$ cat config.mk
export PLATFORM = sky130hd
export DESIGN_NAME = fetch_ctrl
export DESIGN_NICKNAME = d
export VERILOG_FILES = /design/src/rtl/fetch_ctrl.sv
export SDC_FILE = /design/constraint.sdc
export NUM_CORES = 1
export LEC_CHECK = 0
export ABC_AREA = 1
export CAP_MARGIN = 30
export CORE_MARGIN = 1.5
export CORE_UTILIZATION = 28
export CTS_BUF_LIST = sky130_fd_sc_hd__clkbuf_8
export CTS_CLUSTER_DIAMETER = 120
export DETAILED_ROUTE_END_ITERATION = 7
export PLACE_DENSITY = 0.92
export SLEW_MARGIN = 20
export SYNTH_ARGS = -nofsm -noshare
export SYNTH_HDL_FRONTEND = slang
export SYNTH_SLANG_ARGS = --single-unit
$ cat constraint.sdc
create_clock -name clk_i -period 1.2 [get_ports clk_i]
set_input_delay 0.12 -clock clk_i [delete_from_list [all_inputs] [get_ports clk_i]]
set_output_delay 0.12 -clock clk_i [all_outputs]
set_load 0.05 [all_outputs]
$ cat src/rtl/fetch_ctrl.sv
// fetch_ctrl: instruction fetch controller.
//
// Issues one instruction memory request at a time at the current PC, waits for
// its response, and hands the fetched word to decode. Branch and trap redirects
// steer the program counter, flush younger stages, and kill any in-flight fetch.
//
// Optional feature: define FETCH_CTRL_TRAP_EN to make the trap redirect ports
// functional. Trap takes priority over branch. Without the macro the trap ports
// stay on the module but are ignored.
//
// Parameters:
//   RESET_HOLD    cycles spent idle after reset release before the first fetch (>= 1)
//
// Ports:
//   clk_i          clock, rising edge
//   rst_ni         asynchronous active-low reset
//   pc_i           current PC from the program counter
//   dec_stall_i    decode cannot accept an instruction this cycle
//   br_req_i       branch/jump redirect strobe
//   br_pc_i        branch/jump target
//   trap_req_i     trap redirect strobe (FETCH_CTRL_TRAP_EN only)
//   trap_pc_i      trap target (FETCH_CTRL_TRAP_EN only)
//   imem_req_o     instruction memory request
//   imem_addr_o    instruction memory address
//   imem_gnt_i     request accepted by memory
//   imem_rvalid_i  read data valid
//   next_pc_o      next PC presented to the program counter
//   pc_stall_o     hold the program counter
//   fetch_valid_o  fetched word valid to decode
//   flush_o        kill younger pipeline stages
module fetch_ctrl #(
  parameter int unsigned RESET_HOLD = 4
) (
  input  logic        clk_i,
  input  logic        rst_ni,
  input  logic [31:0] pc_i,
  input  logic        dec_stall_i,
  input  logic        br_req_i,
  input  logic [31:0] br_pc_i,
  input  logic        trap_req_i,
  input  logic [31:0] trap_pc_i,
  output logic        imem_req_o,
  output logic [31:0] imem_addr_o,
  input  logic        imem_gnt_i,
  input  logic        imem_rvalid_i,
  output logic [31:0] next_pc_o,
  output logic        pc_stall_o,
  output logic        fetch_valid_o,
  output logic        flush_o
);

  localparam int unsigned    CNT_W     = (RESET_HOLD > 1) ? $clog2(RESET_HOLD) : 1;
  localparam logic [CNT_W-1:0] HOLD_LAST = CNT_W'(RESET_HOLD - 1);

  typedef enum logic [1:0] {
    HOLD = 2'd0,
    REQ  = 2'd1,
    RSP  = 2'd2
  } state_t;

  state_t           r_state;
  state_t           w_state_next;
  logic [CNT_W-1:0] r_cnt;
  logic [CNT_W-1:0] w_cnt_next;
  // Set when the outstanding fetch belongs to a path that has been redirected
  // away from; its response must be dropped.
  logic             r_kill;
  logic             w_kill_next;

  logic             w_redir;
  logic [31:0]      w_redir_tgt;
  logic             w_unused;

  // Redirect targets are word aligned: low two bits are dropped.
`ifdef FETCH_CTRL_TRAP_EN
  assign w_redir     = trap_req_i | br_req_i;
  assign w_redir_tgt = trap_req_i ? {trap_pc_i[31:2], 2'b00} : {br_pc_i[31:2], 2'b00};
  assign w_unused    = ^{trap_pc_i[1:0], br_pc_i[1:0]};
`else
  assign w_redir     = br_req_i;
  assign w_redir_tgt = {br_pc_i[31:2], 2'b00};
  assign w_unused    = ^{trap_req_i, trap_pc_i, br_pc_i[1:0]};
`endif

  always_ff @(posedge clk_i or negedge rst_ni) begin
    if (!rst_ni) begin
      r_state <= HOLD;
      r_cnt   <= '0;
      r_kill  <= 1'b0;
    end else begin
      r_state <= w_state_next;
      r_cnt   <= w_cnt_next;
      r_kill  <= w_kill_next;
    end
  end

  always_comb begin
    w_state_next  = r_state;
    w_cnt_next    = r_cnt;
    w_kill_next   = r_kill;
    imem_req_o    = 1'b0;
    imem_addr_o   = 32'd0;
    next_pc_o     = 32'd0;
    pc_stall_o    = 1'b1;
    fetch_valid_o = 1'b0;
    flush_o       = 1'b0;

    // A redirect outside HOLD always wins the PC for this cycle, even if
    // decode is stalled.
    if ((r_state != HOLD) && w_redir) begin
      next_pc_o  = w_redir_tgt;
      pc_stall_o = 1'b0;
      flush_o    = 1'b1;
    end

    case (r_state)
      HOLD: begin
        if (r_cnt == HOLD_LAST) begin
          w_state_next = REQ;
        end else begin
          w_cnt_next = r_cnt + CNT_W'(1);
        end
      end
      // Request depends only on state, so rvalid never reaches imem_req_o.
      REQ: begin
        imem_req_o  = 1'b1;
        imem_addr_o = pc_i;
        if (imem_gnt_i) begin
          w_state_next = RSP;
          if (w_redir) begin
            w_kill_next = 1'b1;
          end
        end
      end
      RSP: begin
        if (imem_rvalid_i) begin
          w_state_next = REQ;
          w_kill_next  = 1'b0;
          // Stalled decode: drop the word and re-fetch the same PC.
          if (!r_kill && !w_redir && !dec_stall_i) begin
            fetch_valid_o = 1'b1;
            pc_stall_o    = 1'b0;
            next_pc_o     = pc_i + 32'd4;
          end
        end else if (w_redir) begin
          w_kill_next = 1'b1;
        end
      end
      default: begin
        w_state_next = HOLD;
      end
    endcase
  end

endmodule

==> impl_results.md, run 1 <==
- Status: stopped before the end
- Failed at: 5_1_grt
- Stop err: [ERROR GRT-0232] Routing congestion too high. Check the congestion heatmap in the GUI.
- Post-placement cell area: roughly 4600 um^2
- Mapped Avg Cell Area: 4.76 um^2
- Total CTS buffers: 3
- Post-synthesis cell count: about 360
- I/O pins: approximately 170
- Post-DP HPWL: ~8.4 mm
- Yosys cell types: 27
- CTS Hold Bufs: 0
- Syn Nets: approximately 460
- Ys Warns: 0
- Sink Count: 5
- Longest Clk Path Bufs: 2
- GRT Residual Overflow: 85
- Die height: between 80 and 90 um
- Largest net degree at the start of global routing: 14
- Post-synthesis sequential area ratio: under 10%
- Root buffer cell: clkbuf_8
- Starting Density: 28.9%
- Cell area after synthesis: roughly 1700 um^2
- Std-Cell Rows: 28
- DIE WIDTH: a little over 80 um
- Top post-synthesis cells by area: nand2_1 30%, nor2_1 17%, inv_1 10%
- Global Route Usage Sum: a little under three quarters
- PortBufs: approximately 140
- Inst Count DP: 619
- Flops & latches, synth: 5
- RD Place Congestion: ~0.95
- Synth area leader: nand2_1
- Worst EP Category: top-level output
- Worst_ep grt: next_pc_o[14]
- Synth top area share: between 20% and 30%
- H-tree depth: 1
## metrics by stage
| step | TNS [ns] | setup slack (ns) | utilization (%) |
|---|---|---|---|
| floorplan | -17.40 | -0.322 | - |
| global placement | -21.65 | -0.679 | 78.4 |
| detailed placement | -26.55 | -0.832 | 78.4 |
| CTS | -27.97 | -0.624 | 92.3 |
## kinds of logic after synthesis
logic type      after synthesis  share of synthesized area, %
buf+inv                      58                          13.3
xor+xnor                     10                          5.15
compound gates               28                          8.83
flops                         5                          7.36
simple gates                254                          63.9
fa+ha+maj                     2                          1.47
## repair_timing
action,CTS
setup buffers,14
setup endpoints to repair,73
gates cloned,4
pin swaps,17
resized for setup,179
## per-layer routing
metal | overflow | track usage [%]
met3 | 1 | 52.7
met1 | 0 | 61.7
met2 | 48 | 96.7
met4 | 36 | 89.8
met5 | 0 | 8.33
## cell usage after synthesis, drive strengths merged
master  instances
nand2         139
a22o            1
dfrtp           5
a31oi           2
nor2           86
or2             1
nand3          23
o21ai          20
a21oi           4
xnor2           1
ha              2
buf             2
nand3b          1
inv            49
nand4           1
clkbuf          7
nor3            3
xor2            9
o221ai          1
==> run 2, diff against run 1 <==
--- a/config.mk
+++ b/config.mk
@@ -8,11 +8,9 @@
 export ABC_AREA = 1
 export CAP_MARGIN = 30
 export CORE_MARGIN = 1.5
-export CORE_UTILIZATION = 28
-export CTS_BUF_LIST = sky130_fd_sc_hd__clkbuf_8
-export CTS_CLUSTER_DIAMETER = 120
+export CORE_UTILIZATION = 20
 export DETAILED_ROUTE_END_ITERATION = 7
-export PLACE_DENSITY = 0.92
+export PLACE_DENSITY_LB_ADDON = 0.15
 export SLEW_MARGIN = 20
 export SYNTH_ARGS = -nofsm -noshare
 export SYNTH_HDL_FRONTEND = slang
==> constraint.sdc (replaced) <==
create_clock -name clk_i -period 1.55 [get_ports clk_i]
set_input_delay 0.155 -clock clk_i [delete_from_list [all_inputs] [get_ports clk_i]]
set_output_delay 0.155 -clock clk_i [all_outputs]
set_load 0.05 [all_outputs]
==> run 2 against run 1 <==
  * The flow now finishes, with violations (negative setup slack)
  * Synthesized cell count unchanged
  * Area after synthesis unchanged
==> impl_results.md, run 2 <==
- R2r startpoint: r_state[0]$_DFFE_PN0P_
- Std-Cell Rows: 33 (+18%)
- I/O pins: 171 (unchanged)
- Yosys cell types: 27 (unchanged)
- Largest stage delay, worst path: approximately 0.42 ns
- Relative slew slack: between 80% and 90%
- Fin. max-slew vios: 0
- CTS Hold Bufs: 0 (unchanged)
- Multi-input logic area: ~1800 um^2
- Most frequent cells in the layout: 91 x nand2_1, 74 x buf_12, 48 x buf_4
- Clock skew: around 0.0047 ns
- Period utilization: 115%
- Syn Nets: 462 (unchanged)
- Pwr dens: about 1200 nW/um^2
- Total CTS buffers: 3 (unchanged)
- Mapped Avg Cell Area: 4.76 um^2 (unchanged)
- Die area: roughly 9100 um^2
- Vias in the first global route: around 2,800
- Clk_lat worst skew: about 0.22 ns
- TritonCTS clock tree: built
- Cell area after synthesis: 1700 um^2 (unchanged)
- Setup crit end kind: primary output
- Root buffer cell: clkbuf_8
- Global Route Usage Sum: 18.0%
- Critical-path top delay cell: clkdlybuf4s50_1
- Via count: approximately 2,800
- RD Place Congestion: 0.836 (-12%)
- Longest Clk Path Bufs: 2 (unchanged)
- Final setup margin: -0.239 ns
- Layout Nets: ~660
- Post-synthesis cell count: 357 (unchanged)
- Fin cells: ~660
- Peak Freq: 559 MHz
- Routed WL per cell: about 13 um
- Fillers: a little under 800
- Ys Warns: 0 (unchanged)
- Commonest non-fill, non-tap cell in the layout: nand2_1
- Core area: 8220 um^2
- Number of inserted diodes: 0
- Post-synthesis sequential area ratio: 7.36% (unchanged)
- Leading cell types by count after synthesis: 134 x nand2_1, 77 x nor2_1, 47 x inv_1, 19 x nand3_1, 17 x o21ai_0
- Synth area leader: nand2_1
- Starting Density: 20.7% (-8.2 points)
- Slew @ Worst Pin: between 0.2 and 0.3 ns
- Reg2reg end: r_kill$_DFFE_PN0P_
- First-pass iteration count of the detailed router: 4
- Drc violations: 0
- Inst Count DP: 643 (+3.9%)
- Post-synth ARST share: 100% (unchanged)
- H-tree depth: 1 (unchanged)
- First-pass GRT wire length: around 13 mm
- Critical Path AT: about 1.6 ns
- CP max FO: 12
- CP startpoint kind: input port
- Post-route ant nets: 0
- Routed vias/inst: 4.29
- Flip-flop and latch area: 125 um^2
- Initial antenna violation count: 0
- DRT Wirelength: about 8.5 mm
- Failing checks: negative setup slack
- PortBufs: 135 (unchanged)
- Status: finished with violations
- Crit-path cells: clkdlybuf4s50_1, or2_0, nor2_1, nand2_1, inv_2, buf_12, buf_12, nand3_2, nand2_2, buf_12
- Top post-synthesis cells by area: nand2_1 30%, nor2_1 17%, inv_1 10%
- P&R area growth vs syn: 188%
- RSZ-0062 raised after global routing: yes
- Min Tclk post-route: around 1.8 ns
- EDFF count, synth: 0 (unchanged)
- Kind of critical path: in2out
- Max_cap viols: 0
- Most frequent cell after synthesis: nand2_1
- Initial DRC Count: 68
- Max VDD drop: between 1000 and 1500 uV
- Flops & latches, synth: 5 (unchanged)
- Hold Path Class: in2async
- Largest net degree at the start of global routing: 32
- Layout cells sized above 1: approximately half
- Flop2flop setup slack: between 0.3 and 0.4 ns
- Post-DP HPWL: 6.76 mm (-19%)
- Leakage: between 2 and 2.5 nW
- Register clock-pin slew on the reported worst setup and hold paths: 0.04 ns
- Top Registers: r_cnt (2), r_state (2), r_kill (1)
- Final setup vio count: 34
- Pre-CTS WS: -0.496 ns (+0.336 ns)
- CP required: 1.39 ns
- Synth top area share: 29.6% (unchanged)
- GRT Residual Overflow: 0
- DIE WIDTH: 95.2 um (+18%)
- Die height: 95.2 um (+18%)
- Sink Count: 5 (unchanged)
- Most frequent cell on the critical path: buf_12
- Register-to-Register Path Depth: 7
- Final Hold Fails: 0
- Ys flop type: dfrtp_1
[run 2: cell counts after synthesis]
Identical to the previous run, type by type.
[run 2: logic make-up (layout without fill, tap and decap cells)]
kind of cell               Yosys count  in the layout  share of synthesized area (%)
xor gates and xnor gates            10             10                           5.15
and+or+nand+nor                    254            254                           63.9
AOI/OAI and AO/OA                   28             28                           8.83
buffers and inverters               58            251                           13.3
DFF                                  5              5                           7.36
adders and majority gates            2              2                           1.47
[run 2: per-layer routing]
metal  global-route usage (%)  vias to the layer above  part of all wire (%)
met5                        0                        -                     0
met4                     2.74                        0                  0.97
met3                     3.35                        8                   5.9
met2                     32.8                       78                    50
met1                     22.2                     1245                    43
li1                         -                     1476                     -
[run 2: timing repair]
action	4_1_cts	5_1_grt
setup buffers	4	1
setup endpoints to repair	34	55
pin swaps	24	5
cloned	0	3
resized for setup	96	24
[run 2: area by class of cell]
cell class / instances / share of cell area (%)
timing repair buffer: 198 / 53.8
tap: 105 / 2.68
multi-input combinational: 294 / 36.3
sequential: 5 / 2.55
clock buffer: 4 / 0.919
inverter: 49 / 3.75
[run 2: worst max path at each step]
stage                  startpoint            end  cells after the start
3_3_place_gp              pc_i[2]  next_pc_o[18]                     10
2_1_floorplan  r_kill$_DFFE_PN0P_  next_pc_o[11]                      5
3_5_place_dp              pc_i[2]  next_pc_o[18]                     10
5_1_grt        r_kill$_DFFE_PN0P_  next_pc_o[14]                      8
6_report                 br_req_i  next_pc_o[23]                     10
4_1_cts        r_kill$_DFFE_PN0P_   next_pc_o[8]                     10
[run 2: report_power, final]
| part | internal (mW) | switching, mW | leakage (nW) |
|---|---|---|---|
| sequential | 0.200 | 0.0385 | 0.0587 |
| combinational | 2.52 | 2.96 | 2.15 |
| clock | 0.177 | 0.0656 | 0.0228 |
[run 2: per-stage QoR]
stage / utilization (%) / setup TNS, ns / total power [mW] / area, um^2 / hold WS [ns]
after CTS: 57.9 / -6.39 / 5.70 / 4760 / 0.159
after global placement: 54.9 / -11.05 / 5.37 / 4510 / 0.392
after detailed placement: 54.9 / -11.43 / 5.41 / 4510 / 0.397
after global routing: 59.6 / -8.77 / 6.23 / 4900 / 0.173
final: 59.6 / -6.28 / 5.96 / 4900 / 0.153
after floorplan: - / -2.33 / 2.71 / 1910 / -0.141
[run 2: worst max-delay path: cells and delay by family]
family,cells,cell delay [ns]
and+or+nand+nor,5,0.57
buffers and inverters,5,0.91
(Power assumes the default switching activity.)
